[config.mk]
export PLATFORM = sky130hd
export DESIGN_NAME = countdown_timer
export DESIGN_NICKNAME = d
export VERILOG_FILES = /design/src/rtl/timer_pkg.sv /design/src/rtl/countdown_timer_tick_gen.sv /design/src/rtl/countdown_timer.sv
export SDC_FILE = /design/constraint.sdc
export NUM_CORES = 1
export LEC_CHECK = 0
export CAP_MARGIN = 15
export CORE_MARGIN = 2
export CORE_UTILIZATION = 30
export DETAILED_ROUTE_END_ITERATION = 16
export GPL_ROUTABILITY_DRIVEN = 1
export SETUP_SLACK_MARGIN = 0.15
export SLEW_MARGIN = 5
export SYNTH_ARGS = -nofsm -noshare
export SYNTH_HDL_FRONTEND = slang
export SYNTH_SLANG_ARGS = --single-unit
export TNS_END_PERCENT = 10
[constraint.sdc]
create_clock -name clk -period 2.5 [get_ports clk]
set_input_delay 0.5 -clock clk [delete_from_list [all_inputs] [get_ports clk]]
set_output_delay 0.5 -clock clk [all_outputs]
set_load 0.05 [all_outputs]
[src/rtl/timer_pkg.sv]
// Shared timer definitions: FSM states and seconds-field constants.
package timer_pkg;

  typedef enum logic [1:0] {
    ST_IDLE,
    ST_RUN,
    ST_PAUSE,
    ST_EXPIRED
  } state_e;

  localparam int unsigned     SEC_W   = 6;
  localparam logic [SEC_W-1:0] SEC_MAX = SEC_W'(59);

  // Preset seconds above 59 saturate to 59.
  function automatic logic [SEC_W-1:0] clamp_sec(input logic [SEC_W-1:0] s);
    return (s > SEC_MAX) ? SEC_MAX : s;
  endfunction

endpackage

[src/rtl/countdown_timer_tick_gen.sv]
// Prescaler producing a one-cycle tick every TICK_DIV enabled clocks.
module tick_gen #(
  parameter int unsigned TICK_DIV = 12_000_000
) (
  input  logic clk,
  input  logic rst,
  input  logic en,
  input  logic clr,
  output logic tick
);

  localparam int unsigned CW = $clog2(TICK_DIV);

  logic [CW-1:0] cnt_q, cnt_d;
  logic          at_top;

  assign at_top = (cnt_q == CW'(TICK_DIV - 1));
  assign tick   = en && at_top;

  // Next count: clear wins, otherwise advance and wrap while enabled.
  always_comb begin
    cnt_d = cnt_q;
    if (clr) begin
      cnt_d = '0;
    end else if (en) begin
      cnt_d = at_top ? '0 : cnt_q + CW'(1);
    end
  end

  // Count register with synchronous reset.
  always_ff @(posedge clk) begin
    if (rst) cnt_q <= '0;
    else     cnt_q <= cnt_d;
  end

endmodule

[src/rtl/countdown_timer.sv]
// Loadable MM:SS countdown timer with start/stop control and expiry flags.
module countdown_timer
  import timer_pkg::*;
#(
  parameter int unsigned TICK_DIV = 12_000_000,
  parameter int unsigned MIN_W    = 6
) (
  input  logic             clk,
  input  logic             rst,
  input  logic             load,
  input  logic [MIN_W-1:0] load_min,
  input  logic [SEC_W-1:0] load_sec,
  input  logic             start,
  input  logic             stop,
  output logic [MIN_W-1:0] min,
  output logic [SEC_W-1:0] sec,
  output logic             running,
  output logic             done,
  output logic             expired
);

  state_e           state_q, state_d;
  logic [MIN_W-1:0] min_q, min_d;
  logic [SEC_W-1:0] sec_q, sec_d;
  logic             done_q, done_d;
  logic             expired_q, expired_d;
  logic             tg_en, tg_clr, tick;
  logic             nonzero, last_sec;

  assign nonzero  = (min_q != '0) || (sec_q != '0);
  assign last_sec = (min_q == '0) && (sec_q == SEC_W'(1));

  // The prescaler only advances on cycles that stay in RUN, so the edge that
  // pauses or reloads the timer never produces a tick.
  tick_gen #(
    .TICK_DIV(TICK_DIV)
  ) u_tick_gen (
    .clk (clk),
    .rst (rst),
    .en  (tg_en),
    .clr (tg_clr),
    .tick(tick)
  );

  // Next-state, down-counter and flag logic; priority load > start > stop.
  always_comb begin
    state_d   = state_q;
    min_d     = min_q;
    sec_d     = sec_q;
    done_d    = 1'b0;
    expired_d = expired_q;
    tg_en     = 1'b0;
    tg_clr    = 1'b0;
    if (load) begin
      state_d   = ST_IDLE;
      min_d     = load_min;
      sec_d     = clamp_sec(load_sec);
      expired_d = 1'b0;
      tg_clr    = 1'b1;
    end else begin
      unique case (state_q)
        ST_IDLE, ST_PAUSE: begin
          if (start && nonzero) begin
            state_d = ST_RUN;
            tg_clr  = 1'b1;
          end
        end
        ST_RUN: begin
          if (stop && !start) begin
            state_d = ST_PAUSE;
          end else begin
            tg_en = 1'b1;
            if (tick) begin
              if (sec_q != '0) begin
                sec_d = sec_q - SEC_W'(1);
              end else begin
                min_d = min_q - MIN_W'(1);
                sec_d = SEC_MAX;
              end
              if (last_sec) begin
                state_d   = ST_EXPIRED;
                done_d    = 1'b1;
                expired_d = 1'b1;
              end
            end
          end
        end
        ST_EXPIRED: ;
        default:    state_d = ST_IDLE;
      endcase
    end
  end

  // State and output registers with synchronous reset.
  always_ff @(posedge clk) begin
    if (rst) begin
      state_q   <= ST_IDLE;
      min_q     <= '0;
      sec_q     <= '0;
      done_q    <= 1'b0;
      expired_q <= 1'b0;
    end else begin
      state_q   <= state_d;
      min_q     <= min_d;
      sec_q     <= sec_d;
      done_q    <= done_d;
      expired_q <= expired_d;
    end
  end

  assign min     = min_q;
  assign sec     = sec_q;
  assign running = (state_q == ST_RUN);
  assign done    = done_q;
  assign expired = expired_q;

endmodule

## Word level (Yosys, flattened, before mapping)

Index checks and enable logic that the tools add are counted.

- Flip-flop bits (word level): 40
- Input bits: 17
- Output and inout port bits: 15
- Logic and storage cells: 67

- Add/sub/neg operators: 3
- $lt $le $gt $ge: 1
- Equal/unequal tests: 9
- Multiplexer cells: 24
- Bitwise gates (word level): 3
- Reduce and logical (&&, ||, !) cells: 21

Operators with widths:

| kind | number |
|---|---|
| 6-bit 2-to-1 mux | 11 |
| 24-bit by 1-bit adder with 24-bit output, second input constant | 1 |
| 24-bit equality test, second input constant | 1 |
| 24-bit 2-to-1 mux | 1 |
| 4-bit AND reduction | 3 |
| 6-bit nonzero test | 2 |
| 6-bit by 1-bit subtractor with 6-bit output, second input constant | 2 |
| 2-bit 2-to-1 mux | 4 |
| 1-bit 2-to-1 mux | 7 |
| 6-bit by 1-bit equality test with 1-bit output, second input constant | 1 |
| 6-bit greater-than comparator, second input constant | 1 |
| 6-bit zero test | 1 |
| 2-bit != test, second input constant | 3 |
| 3-bit by 1-bit != test with 1-bit output, second input constant | 2 |
| 2-bit nonzero test | 3 |
| 2-bit OR reduction | 3 |
| 5-bit OR reduction | 1 |
| 1-bit logical AND | 4 |
| 2-bit one-hot mux with 2 select lines | 1 |
| 1-bit NOT | 3 |
| 3-bit AND reduction | 1 |
| 2-bit by 1-bit equality test with 1-bit output, second input constant | 1 |
| 2-bit equality test, second input constant | 1 |
| 2-bit zero test | 1 |
| 2 further kinds | 2 |

## Depth between registers and ports, before layout

- Depth after elaboration: 10
- Depth in mapped cells: 7
- Depth with buffers taken out: 6

## By module

A second synthesis with hierarchy kept.

- Cells, all modules: 289
- Area, all modules: 2306.0 sq um

By module, submodules not included:

| module | instances | cells an instance | area each (sq um) | sequential area each (sq um) |
|---|---|---|---|---|
| tick_gen | 1 | 157 | 1276.2 | 480.5 |
| countdown_timer | 1 | 132 | 1029.7 | 320.3 |

## Least setup slack after synthesis

OpenSTA, ideal clock, no wires.

- Path kind: register to register
- Start point: register state_q[1]
- End point: register min_q[4], in the netlist min[4]
- Library setup time: 117 ps
- Arrival: 2041 ps
- Data required time: 2383 ps
- Setup slack: 341 ps
- Cell stages (with the launch flop): 7
- Path buffers: 0
- Clock period less this slack: 2159 ps
- Cell sequence: dfxtp_1 nand2b_1 inv_1 and3_2 nand4_1 or4_1 a32o_1

- Longest elaborated chain between the ends: 6
- Elaborated cells on any way between the ends: 7
- Those cells by class: eq/ne (1); mux (2); reduce/logical (4)

Ends and longest elaborated chain:

| element | line | source |
|---|---|---|
| start, declared | countdown_timer.sv:22 | `state_e state_q, state_d;` |
| start signal, assigned | countdown_timer.sv:103 | `state_q <= state_d;` |
| 2-bit by 1-bit equality test with 1-bit output * | -- |  |
| net running | countdown_timer.sv:17 | `output logic running,` |
| 1-bit 2-to-1 mux | countdown_timer.sv:61 | `unique case (state_q)` |
| 1-bit 2-to-1 mux | countdown_timer.sv:54 | `if (load) begin` |
| 1-bit logical AND | countdown_timer_tick_gen.sv:18 | `assign tick = en && at_top;` |
| 2-bit nonzero test (no source line) | -- |  |
| 4-bit AND reduction (no source line) * | -- |  |
| end signal, assigned | countdown_timer.sv:104 | `min_q <= min_d;` |
| end, declared | countdown_timer.sv:23 | `logic [MIN_W-1:0] min_q, min_d;` |

Mark *: on every way through the listed nets, which the timed path passes. The rest lies on a longest branch.
A chain may end at the register's enable or synchronous reset.

## Worst setup path after layout

- Start point: register u_tick_gen.cnt_q[15]
- End point: register min_q[1], in the netlist min[1]

- Longest elaborated chain between the ends: 4

Ends and longest elaborated chain:

| element | line | source |
|---|---|---|
| start, declared | countdown_timer_tick_gen.sv:14 | `logic [CW-1:0] cnt_q, cnt_d;` |
| start signal, assigned | countdown_timer_tick_gen.sv:33 | `else cnt_q <= cnt_d;` |
| 24-bit equality test | countdown_timer_tick_gen.sv:17 | `assign at_top = (cnt_q == CW'(TICK_DIV - 1));` |
| 1-bit logical AND | countdown_timer_tick_gen.sv:18 |  |
| 2-bit nonzero test (no source line) | -- |  |
| 4-bit AND reduction (no source line) | -- |  |

Every way passes these cells.

==> implementation parameters <==
Parameter                              Value

Timing
  Count of final hold-check violations    0
  Part of the cycle the worst path needs    0.861
  Pin slew with the least headroom to its limit    857 ps
  Final worst setup slack    roughly 350 ps
  Clk_skew    13.4 ps
  Worst rel slew slack    0.423
  Setup violation total in the final timing report    0
  Setup TNS    0 ps
  Fmax    465 MHz
  Final max-slew violation count    0
  Fin crit period    2150 ps
  Final Hold Slack    about 470 ps
  Unrepaired setup endpoints after global routing    false

Cells and area
  Area added between synthesis and finish    24.9%
  Final Instance Count excl. Fillers    409
  Number of fill cells    ~740
  Final net count    between 300 and 400
  Antenna cells    0
  Layout cell share with drive strength beyond 1    0.100

Setup path
  Worst r2r src    u_tick_gen.cnt_q[15]$_SDFFE_PP0N_
  Launching element of the worst setup path    u_tick_gen.cnt_q[15]$_SDFFE_PP0N_
  Count of cell instances traversed by the critical path    5
  Buffer and inverter count on the worst path    0
  Kind of start point of the critical path    flip-flop
  CP top delay family    simple AND/OR/NAND/NOR gates
  Worst setup path class    reg -> reg
  Crit Path Max Fanout    5
  Worst endpoint data arrival time    2380 ps
  Required time at the endpoint of the critical path    2730 ps
  Peak per-stage delay on the critical path    540 ps
  CP max stage cell    sky130_fd_sc_hd__or4_4
  List of cells traversed by the critical path    or4_4 -> nor4_4 -> nand3_1 -> or4_1 -> o211ai_1
  Worst setup EP type    flip-flop
  Path depth of the worst reg2reg path    5

Detailed routing
  Via density per instance    5.27
  Routed Wire Length    ~5.9 mm
  DRT iter0 DRCs    79
  Number of antenna-violating nets in the routed design    0
  Detailed Routing Iterations Pass 1    4
  DR WL/cell    ~14 um
  Total DRC errors in the routed layout    0
  Via count    around 2200

Power
  Switching Fraction    0.287
  VDD IR max    178 uV
  Cell internal pwr    978 uW
  Static leakage    0.966 nW
  Power per cell area    487 nW/um2
  Relative contribution of combinational cells to total power    0.180
  Net load switching power    393 uW
  Power share of the sequential group    0.488
  Share of total power in the clock network    0.333

Synth
  Most used flip-flop cell after synthesis    sky130_fd_sc_hd__dfxtp_1
  Area share of the largest cell type after synthesis    0.355
  Most frequently used cell type in the post-synthesis netlist    sky130_fd_sc_hd__dfxtp_1
  Async set-reset flop share out of synthesis    0
  Number of enable-type register cells in the synthesized netlist    0
  Register bit count reported by yosys    40
  Net count after synthesis    294
  Sequential share of the synthesized area    0.355
  Most area-hungry cell type in the Yosys netlist    sky130_fd_sc_hd__dfxtp_1
  Number of distinct library cell variants in the gate-level netlist after synthesis    58
  Synth top area cells    sky130_fd_sc_hd__dfxtp_1 (36%), sky130_fd_sc_hd__xnor2_1 (5.8%), sky130_fd_sc_hd__nor2_1 (5.7%)
  Average instance area after synthesis    between 8 and 9 um2
  Yosys warning count    0
  Synth top cells by count    sky130_fd_sc_hd__dfxtp_1 (40), sky130_fd_sc_hd__nor2_1 (34), sky130_fd_sc_hd__nand2_1 (18), sky130_fd_sc_hd__nand3_1 (17), sky130_fd_sc_hd__xnor2_1 (15)
  Cells after synthesis    271
  Post-synthesis instance area    2250 um2

GRT
  Largest net degree at the start of global routing    22
  Number of antenna violations at the first check in global routing    0
  Total global routing track utilization    0.147
  Number of global-route vias before repair    slightly above 2000
  Final global-route overflow total    0
  Global-route wire length before repair    between 9 and 10 mm

Placement
  Worst slack at placement    80.3 ps
  Number of instances in the placed design    401
  HPWL reported at the end of detailed placement    ~4.4 mm
  Final weighted congestion in routability-driven placement    0.868
  Number of buffer cells added on primary ports    31

CTS
  Clock slew at the register clock pins of the worst setup and hold paths    90 ps
  Number of hold-repair buffers added at the cts stage    0
  Total clock sinks    40
  Number of clock buffers inserted by TritonCTS    5
  Total number of H-tree levels    2
  Clock tree from TritonCTS    yes
  Clock tree root buffer cell    sky130_fd_sc_hd__clkbuf_8
  Clock network latency to the later pin of the worst-skew pair    300 ps
  Buffers from clock root to sink, at most    2

Status
  Result of the run    complete, no violations

Die
  Row count    31
  Horizontal die dimension    90.7 um
  Die height    90.7 um
  Number of top-level pins    32
  Core ar.    7250 um2
  Initial standard-cell utilization of the core    0.311
  Die Area    about 8000 um2

Min path
  Hold path startpoint    expired$_SDFFE_PP0P_
  Hold/Removal Path Class    reg -> reg
  Hold depth    2

Job
  Max-cap violations    0
worst paths after layout:
check / endpoint / slack, ps
setup reg to reg: min[1]$_SDFFE_PP0P_ / 350
hold / removal: expired$_SDFFE_PP0P_ / 470
setup / recovery: min[1]$_SDFFE_PP0P_ / 350
hold reg to reg: expired$_SDFFE_PP0P_ / 470
cell usage in the layout, fill, tap and decap left out, drive strengths merged, types with 12 or more instances in the layout:
cell           instances
clkdlybuf4s50         30
xnor2                 15
nand2                 19
dfxtp                 40
nor2                  34
nor3                  14
nand4                 14
and3                  12
nand3                 17
nor4                  13
cell families after synthesis:
logic type / after synthesis / synth area share
AO/OA/AOI/OAI: 34 / 0.114
XOR/XNOR: 24 / 0.0933
adder cells (fa/ha/maj): 6 / 0.0333
buffers and inverters: 22 / 0.0466
flip-flops: 40 / 0.355
multiplexers: 1 / 0.00444
AND/OR/NAND/NOR: 144 / 0.353
worst reg2reg max path, stage by stage (launching register included):
cell and delay [ps]:
sky130_fd_sc_hd__dfxtp_1 370, sky130_fd_sc_hd__or4_4 540, sky130_fd_sc_hd__nor4_4 340, sky130_fd_sc_hd__nand3_1 280, sky130_fd_sc_hd__or4_1 470, sky130_fd_sc_hd__o211ai_1 90
per-stage QoR:
stage | power [mW] | utilization | instance area [um2]
finish | 1.37 | 0.388 | 2820
global route | 1.44 | 0.388 | 2820
CTS | 1.39 | 0.388 | 2810
detailed placement | 0.929 | 0.375 | 2720
global placement | 0.930 | 0.375 | 2720
floorplan | 0.831 | - | 2250
metal layers:
metal	track usage	vias up	routed length, um	part of all wire
met3	0.0392	7	276	0.047
met2	0.244	45	2760	0.47
met5	0	-	0	0
met4	0.0487	0	81	0.014
met1	0.186	1034	2750	0.47
li1	-	1068	-	-
area by class of cell:
class                      count  area [um2]  area share
timing repair buffer          42         408       0.145
sequential                    40         801       0.284
multi-input combinational    209        1350       0.479
tap                           99         124      0.0440
clock inverter                 1        7.51     0.00267
clock buffer                   7        86.3      0.0307
inverter                      11        41.3      0.0147
state kept, by name, summed over array words and instances (netlist names):
| name | count |
|---|---|
| u_tick_gen.cnt_q | 24 |
| min | 6 |
| sec | 6 |
| expired | 1 |
| state_q | 2 |
| done | 1 |
power groups by stage:
stage,clock (mW),sequential [mW],combinational [mW]
floorplan,0,0.725,0.106
global placement,0,0.684,0.245
detailed placement,0,0.684,0.245
CTS,0.473,0.669,0.247
global route,0.500,0.672,0.267
finish,0.456,0.669,0.246
what timing repair did:
action	4_1_cts	5_1_grt
setup buffers	0	0
hold endpoints to repair	0	0
resized for setup	0	1
endpoints found under the setup margin	0	1
Note: power is estimated with default switching activity, not from simulation.
